`config.mk`:
```
export PLATFORM = sky130hd
export DESIGN_NAME = i2c_bus_arbiter
export DESIGN_NICKNAME = d
export VERILOG_FILES = /design/src/rtl/i2c_arb_pkg.sv /design/src/rtl/i2c_bus_arbiter_rr_pick.sv /design/src/rtl/i2c_bus_arbiter.sv
export SDC_FILE = /design/constraint.sdc
export NUM_CORES = 1
export LEC_CHECK = 0
export ABC_AREA = 1
export BUFFER_PORTS_ARGS = -buffer_cell sky130_fd_sc_hd__buf_2
export CAP_MARGIN = 20
export CORE_MARGIN = 4
export CORE_UTILIZATION = 40
export CTS_BUF_LIST = sky130_fd_sc_hd__clkbuf_8
export CTS_CLUSTER_DIAMETER = 30
export DETAILED_ROUTE_END_ITERATION = 8
export PLACE_DENSITY_LB_ADDON = 0.12
export SKIP_LAST_GASP = 1
export SLEW_MARGIN = 20
export SYNTH_ARGS = -nofsm -noshare
export SYNTH_HDL_FRONTEND = slang
export SYNTH_SLANG_ARGS = --single-unit
```
`constraint.sdc`:
```
create_clock -name CLK -period 3.96 [get_ports CLK]
set_input_delay 0.99 -clock CLK [delete_from_list [all_inputs] [get_ports CLK]]
set_output_delay 0.99 -clock CLK [all_outputs]
set_load 0.03 [all_outputs]
```
`src/rtl/i2c_arb_pkg.sv`:
```
// Shared types and widths for the I2C bus arbiter.
package i2c_arb_pkg;

    typedef enum logic [1:0] {IDLE, ISSUE, WAIT, RESP} arb_state_t;

    localparam int I2C_ADDR_W = 7;
    localparam int I2C_DATA_W = 8;

endpackage

```
`src/rtl/i2c_bus_arbiter_rr_pick.sv`:
```
// Combinational round-robin selector: first set request at or after ptr, with wrap.
// Zero latency; no flow control of its own.
module rr_pick #(
    parameter int  NUM_REQ = 4,
    localparam int PW      = (NUM_REQ > 1) ? $clog2(NUM_REQ) : 1
) (
    input  logic [NUM_REQ-1:0] i_req,
    input  logic [PW-1:0]      i_ptr,
    output logic               o_any,
    output logic [PW-1:0]      o_idx
);

    logic [PW-1:0] w_j;

    always_comb begin
        o_any = 1'b0;
        o_idx = '0;
        w_j   = '0;
        for (int k = 0; k < NUM_REQ; k++) begin
            w_j = PW'((int'(i_ptr) + k) % NUM_REQ);
            if (!o_any && i_req[w_j]) begin
                o_any = 1'b1;
                o_idx = w_j;
            end
        end
    end

endmodule

```
`src/rtl/i2c_bus_arbiter.sv`:
```
// Round-robin arbiter sequencing one I2C byte transaction at a time, with a WAIT watchdog.
// Grant/start one cycle after REQ; response one cycle after M_DONE; requesters hold REQ until RSP_VALID.
module i2c_bus_arbiter
    import i2c_arb_pkg::*;
#(
    parameter int  NUM_REQ     = 4,
    parameter int  TIMEOUT_CYC = 1024,
    localparam int TO_W        = $clog2(TIMEOUT_CYC + 1),
    localparam int PW          = (NUM_REQ > 1) ? $clog2(NUM_REQ) : 1
) (
    input  logic                          CLK,
    input  logic                          RST,
    input  logic [NUM_REQ-1:0]            REQ,
    input  logic [NUM_REQ-1:0]            RW,
    input  logic [I2C_ADDR_W*NUM_REQ-1:0] ADDR,
    input  logic [I2C_DATA_W*NUM_REQ-1:0] WDATA,
    output logic [NUM_REQ-1:0]            GNT,
    output logic [NUM_REQ-1:0]            RSP_VALID,
    output logic [I2C_DATA_W-1:0]         RSP_DATA,
    output logic                          RSP_ERR,
    output logic                          M_START,
    output logic [I2C_ADDR_W-1:0]         M_ADDR,
    output logic                          M_RW,
    output logic [I2C_DATA_W-1:0]         M_WDATA,
    output logic                          M_ABORT,
    input  logic [I2C_DATA_W-1:0]         M_RDATA,
    input  logic                          M_DONE,
    output logic                          BUSY
);

    arb_state_t              r_state, w_state_nxt;
    logic [PW-1:0]           r_ptr, w_ptr_nxt;
    logic [PW-1:0]           r_idx, w_idx_nxt;
    logic [TO_W-1:0]         r_timer, w_timer_nxt;
    logic [NUM_REQ-1:0]      r_gnt, w_gnt_nxt;
    logic [NUM_REQ-1:0]      r_rsp_vld, w_rsp_vld_nxt;
    logic [I2C_DATA_W-1:0]   r_rsp_dat, w_rsp_dat_nxt;
    logic                    r_rsp_err, w_rsp_err_nxt;
    logic                    r_m_start, w_m_start_nxt;
    logic [I2C_ADDR_W-1:0]   r_m_addr, w_m_addr_nxt;
    logic                    r_m_rw, w_m_rw_nxt;
    logic [I2C_DATA_W-1:0]   r_m_wdat, w_m_wdat_nxt;
    logic                    r_m_abort, w_m_abort_nxt;
    logic                    r_busy, w_busy_nxt;

    logic                    w_any;
    logic [PW-1:0]           w_pick;

    rr_pick #(.NUM_REQ(NUM_REQ)) u_rr_pick (
        .i_req (REQ),
        .i_ptr (r_ptr),
        .o_any (w_any),
        .o_idx (w_pick)
    );

    always_ff @(posedge CLK) begin
        if (RST) begin
            r_state   <= IDLE;
            r_ptr     <= '0;
            r_idx     <= '0;
            r_timer   <= '0;
            r_gnt     <= '0;
            r_rsp_vld <= '0;
            r_rsp_dat <= '0;
            r_rsp_err <= 1'b0;
            r_m_start <= 1'b0;
            r_m_addr  <= '0;
            r_m_rw    <= 1'b0;
            r_m_wdat  <= '0;
            r_m_abort <= 1'b0;
            r_busy    <= 1'b0;
        end else begin
            r_state   <= w_state_nxt;
            r_ptr     <= w_ptr_nxt;
            r_idx     <= w_idx_nxt;
            r_timer   <= w_timer_nxt;
            r_gnt     <= w_gnt_nxt;
            r_rsp_vld <= w_rsp_vld_nxt;
            r_rsp_dat <= w_rsp_dat_nxt;
            r_rsp_err <= w_rsp_err_nxt;
            r_m_start <= w_m_start_nxt;
            r_m_addr  <= w_m_addr_nxt;
            r_m_rw    <= w_m_rw_nxt;
            r_m_wdat  <= w_m_wdat_nxt;
            r_m_abort <= w_m_abort_nxt;
            r_busy    <= w_busy_nxt;
        end
    end

    // Pulse-type outputs default low; latched transaction fields default to hold.
    always_comb begin
        w_state_nxt   = r_state;
        w_ptr_nxt     = r_ptr;
        w_idx_nxt     = r_idx;
        w_timer_nxt   = r_timer;
        w_gnt_nxt     = r_gnt;
        w_rsp_vld_nxt = '0;
        w_rsp_dat_nxt = '0;
        w_rsp_err_nxt = 1'b0;
        w_m_start_nxt = 1'b0;
        w_m_addr_nxt  = r_m_addr;
        w_m_rw_nxt    = r_m_rw;
        w_m_wdat_nxt  = r_m_wdat;
        w_m_abort_nxt = 1'b0;

        case (r_state)
            IDLE: begin
                if (w_any) begin
                    w_state_nxt   = ISSUE;
                    w_idx_nxt     = w_pick;
                    w_m_start_nxt = 1'b1;
                    w_gnt_nxt     = '0;
                    for (int i = 0; i < NUM_REQ; i++) begin
                        if (w_pick == PW'(i)) begin
                            w_gnt_nxt[i] = 1'b1;
                            w_m_addr_nxt = ADDR[i*I2C_ADDR_W +: I2C_ADDR_W];
                            w_m_rw_nxt   = RW[i];
                            w_m_wdat_nxt = WDATA[i*I2C_DATA_W +: I2C_DATA_W];
                        end
                    end
                end
            end
            ISSUE: begin
                w_state_nxt = WAIT;
                w_timer_nxt = '0;
            end
            WAIT: begin
                // A completion in the watchdog's last cycle still counts as success.
                if (M_DONE) begin
                    w_state_nxt   = RESP;
                    w_rsp_vld_nxt = r_gnt;
                    w_rsp_dat_nxt = r_m_rw ? M_RDATA : '0;
                end else if (r_timer == TO_W'(TIMEOUT_CYC - 1)) begin
                    w_state_nxt   = RESP;
                    w_rsp_vld_nxt = r_gnt;
                    w_rsp_err_nxt = 1'b1;
                    w_m_abort_nxt = 1'b1;
                end else begin
                    w_timer_nxt = r_timer + 1'b1;
                end
            end
            RESP: begin
                w_state_nxt = IDLE;
                w_gnt_nxt   = '0;
                w_ptr_nxt   = (r_idx == PW'(NUM_REQ - 1)) ? '0 : r_idx + 1'b1;
            end
            default: w_state_nxt = IDLE;
        endcase

        w_busy_nxt = (w_state_nxt != IDLE);
    end

    assign GNT       = r_gnt;
    assign RSP_VALID = r_rsp_vld;
    assign RSP_DATA  = r_rsp_dat;
    assign RSP_ERR   = r_rsp_err;
    assign M_START   = r_m_start;
    assign M_ADDR    = r_m_addr;
    assign M_RW      = r_m_rw;
    assign M_WDATA   = r_m_wdat;
    assign M_ABORT   = r_m_abort;
    assign BUSY      = r_busy;

endmodule

```
==> results.ini <==
[run_status]
status = complete, no violations

[drt]
wl_per_cell_um = 11.2
ant_nets = 0
vias = 3101
first_iter_violations = 149
dr.pass1.iters = 4
drc_errors = 0
routed_wl_um = 7570
vias_per_cell = 4.61

[setup_path]
worstSetupPathType = in2reg
timing.rr.start = r_ptr[0]
crit_fanout = 35
slowest_stage = nor2_8
end_kind = register
startpoint = REQ[3]
path_cells = buf_2, inv_1, nand2_1, nand3_1, nand2_1, nand2_1, nand2_1, nand2_1, nand2_2, nor2_8, inv_4, nor2_4, a21oi_1, nand2_1, a21oi_1
critPathMaxStageDelay_ps = 370
worstPathRequired_ps = 4130
r2r_cells = 13
timing.critical_path.arrival_ps = 2790
crit_path_frequent_cell = nand2_1
critPathLaunchType = primary input

[timing]
fmax_mhz = 383
slew_headroom_pct = 56.4
fin_crit_sh_pct = 66.0
period_needed_ps = 2610
setup_violations = 0
finalSetupTns_ps = 0
clock-skew-final_ps = 8.64
drv_slew = 0
worst_pin_slew_ps = 654
hold_viol_final = 0
rsz0062_at_grt = false

[global_routing]
gr-total-overflow = 0
grt_util_all_layers_pct = 16.5
antenna_found_initial = 0
grt_start_max_net_pins = 36
grt_pass1_wl_um = 12200
grt_pass1_vias = 2755

[clock_network]
clockRootBuffer = clkbuf_8
cts_max_level = 2
cts_resized = 0
numCtsBuffers = 5
cts_setup_buffers = 0
clock_latency_ps = 310
clock_path_buffers = 2
clock-sinks = 52
clk_pin_slew_ps = 100
cts_tree = built
hold_buffers = 0

[layout]
drive_above_1_share_pct = 26.7
area_growth_pct = 22.3
num-nets-final = 659
n_antenna_cell = 0
finalInstanceArea_um2 = 3740
stdcell_count = 673
final_cell_mix = nand2_1, buf_2, inv_1
layout_commonest_cell = nand2_1

[logic_synthesis]
synthMuxAreaShare_pct = 0
syn-num-nets = 554
yosysTopAreaCell = dfxtp_1
synth_top_family_by_area = simple AND/OR/NAND/NOR gates
yosys.area_share.simple_pct = 33.4
yosys.area.top_type_share_pct = 34.0
yosysWarnings = 0
yosysSeqAreaShare_pct = 34.0
synth_adder_area_share_pct = 2.86
avgSynthCellArea_um2 = 6.54
syn_area_um2 = 3060
yosysUniqueCellTypes = 33
ys_seq_elements = 52
postSynthCellCount = 468
synth-compound-area-share_pct = 14.3
yosys.area_share.xor_xnor_pct = 0.859
synth.area.top_cells = dfxtp_1, nand2_1, inv_1, nand3_1, a21oi_1

[floorplanning]
rows = 31
start_util_pct = 41.7
die_area_um2 = 9110
pin_count = 115
core-area_um2 = 7330
die_x_um = 95.5
die_y_um = 95.5

[worst_hold_path]
worst_hold_path_type = reg2reg
hold_depth = 2
holdCritStartpoint = M_WDATA[4]

[placement]
dp_hpwl_um = 5990
gp_congestion = 0.865
placed_area_um2 = 3650
numPortBuffers = 114
post-place-cells = 665

[pwr]
vdd_drop_max_mv = 0.258
p_leak_nw = 2.04
power_density_nw_per_um2 = 630

[run]
cap_violations = 0

flip-flops by register name, indices dropped and copies added (netlist names):
signal     flops
RSP_DATA       8
r_ptr          2
M_WDATA        8
M_ABORT        1
M_ADDR         7
r_timer       11
BUSY           1
M_RW           1
r_idx          2
M_START        1
r_state        2
GNT            4
RSP_VALID      4
report_power, final:
group / total, mW / leakage (nW) / switching (mW) / internal [mW]
logic: 1.35 / 1.57 / 0.929 / 0.417
registers: 0.696 / 0.424 / 0.0697 / 0.627
clock network: 0.314 / 0.0487 / 0.185 / 0.129
total: 2.36 / 2.04 / 1.18 / 1.17
worst max-delay path, delay by kind of cell:
kind / cells / cell delay, ps
simple gates: 10 / 1360
buf+inv: 3 / 260
compound gates: 2 / 170
Yosys cell counts:
master and number:
nor2_1 23, dfxtp_1 52, a211oi_1 4, xor2_1 2, inv_2 4, nand4_1 3
o21ai_1 3, nor2_8 1, buf_6 5, nand3_2 2, clkbuf_1 3, a21oi_1 37
buf_2 7, a21oi_2 10, clkbuf_2 1, and3_1 1, nor3_1 4, o211a_1 1
nor4_1 3, inv_1 82, nand2_4 3, inv_4 1, ha_1 7, xnor2_1 1
o21bai_1 1, nand2_2 6, o21ai_0 19, nand2_1 129, nor2_4 3, a22oi_1 1
nor3b_1 1, nand3_1 47, buf_4 1
final cells by class:
type / instances / area [um^2]
Tap cell: 99 / 124
Clock inverter: 3 / 26.3
Timing Repair Buffer: 115 / 578
Multi-Input combinational cell: 312 / 1570
Fill cell: 771 / 3590
Clock buffer: 5 / 68.8
Sequential cell: 52 / 1040
Inverter: 87 / 329
path summary, 6_finish.rpt:
kind	to	slack, ps
hold reg to reg	M_WDATA[4]	470
setup reg to reg	M_WDATA[7]	1440
setup / recovery	M_WDATA[3]	1350
hold / removal	M_WDATA[4]	470
through the flow:
stage	power (mW)	utilization, %	worst slack (ps)	hold slack (ps)
floorplan	1.79	-	1580	458
global placement	2.04	49.7	1040	454
detailed placement	2.06	49.7	993	454
CTS	2.38	51.0	1330	469
global route	2.59	51.0	1040	503
finish	2.36	51.0	1350	469
layer usage:
metal | track usage, % | part of all wire, % | vias up | routed length, um
met1 | 22.9 | 47 | 1323 | 3520
li1 | - | - | 1674 | -
met5 | 0 | 0 | - | 0
met3 | 1.58 | 7.2 | 6 | 544
met4 | 6.64 | 1.4 | 0 | 107
met2 | 26.4 | 45 | 98 | 3400
logic make-up after synthesis:
kind of cell,after synthesis
flops,52
simple gates,226
fa+ha+maj,7
xor+xnor,3
buf+inv,104
compound gates,76
No activity file was read; power rests on OpenSTA's default activity.
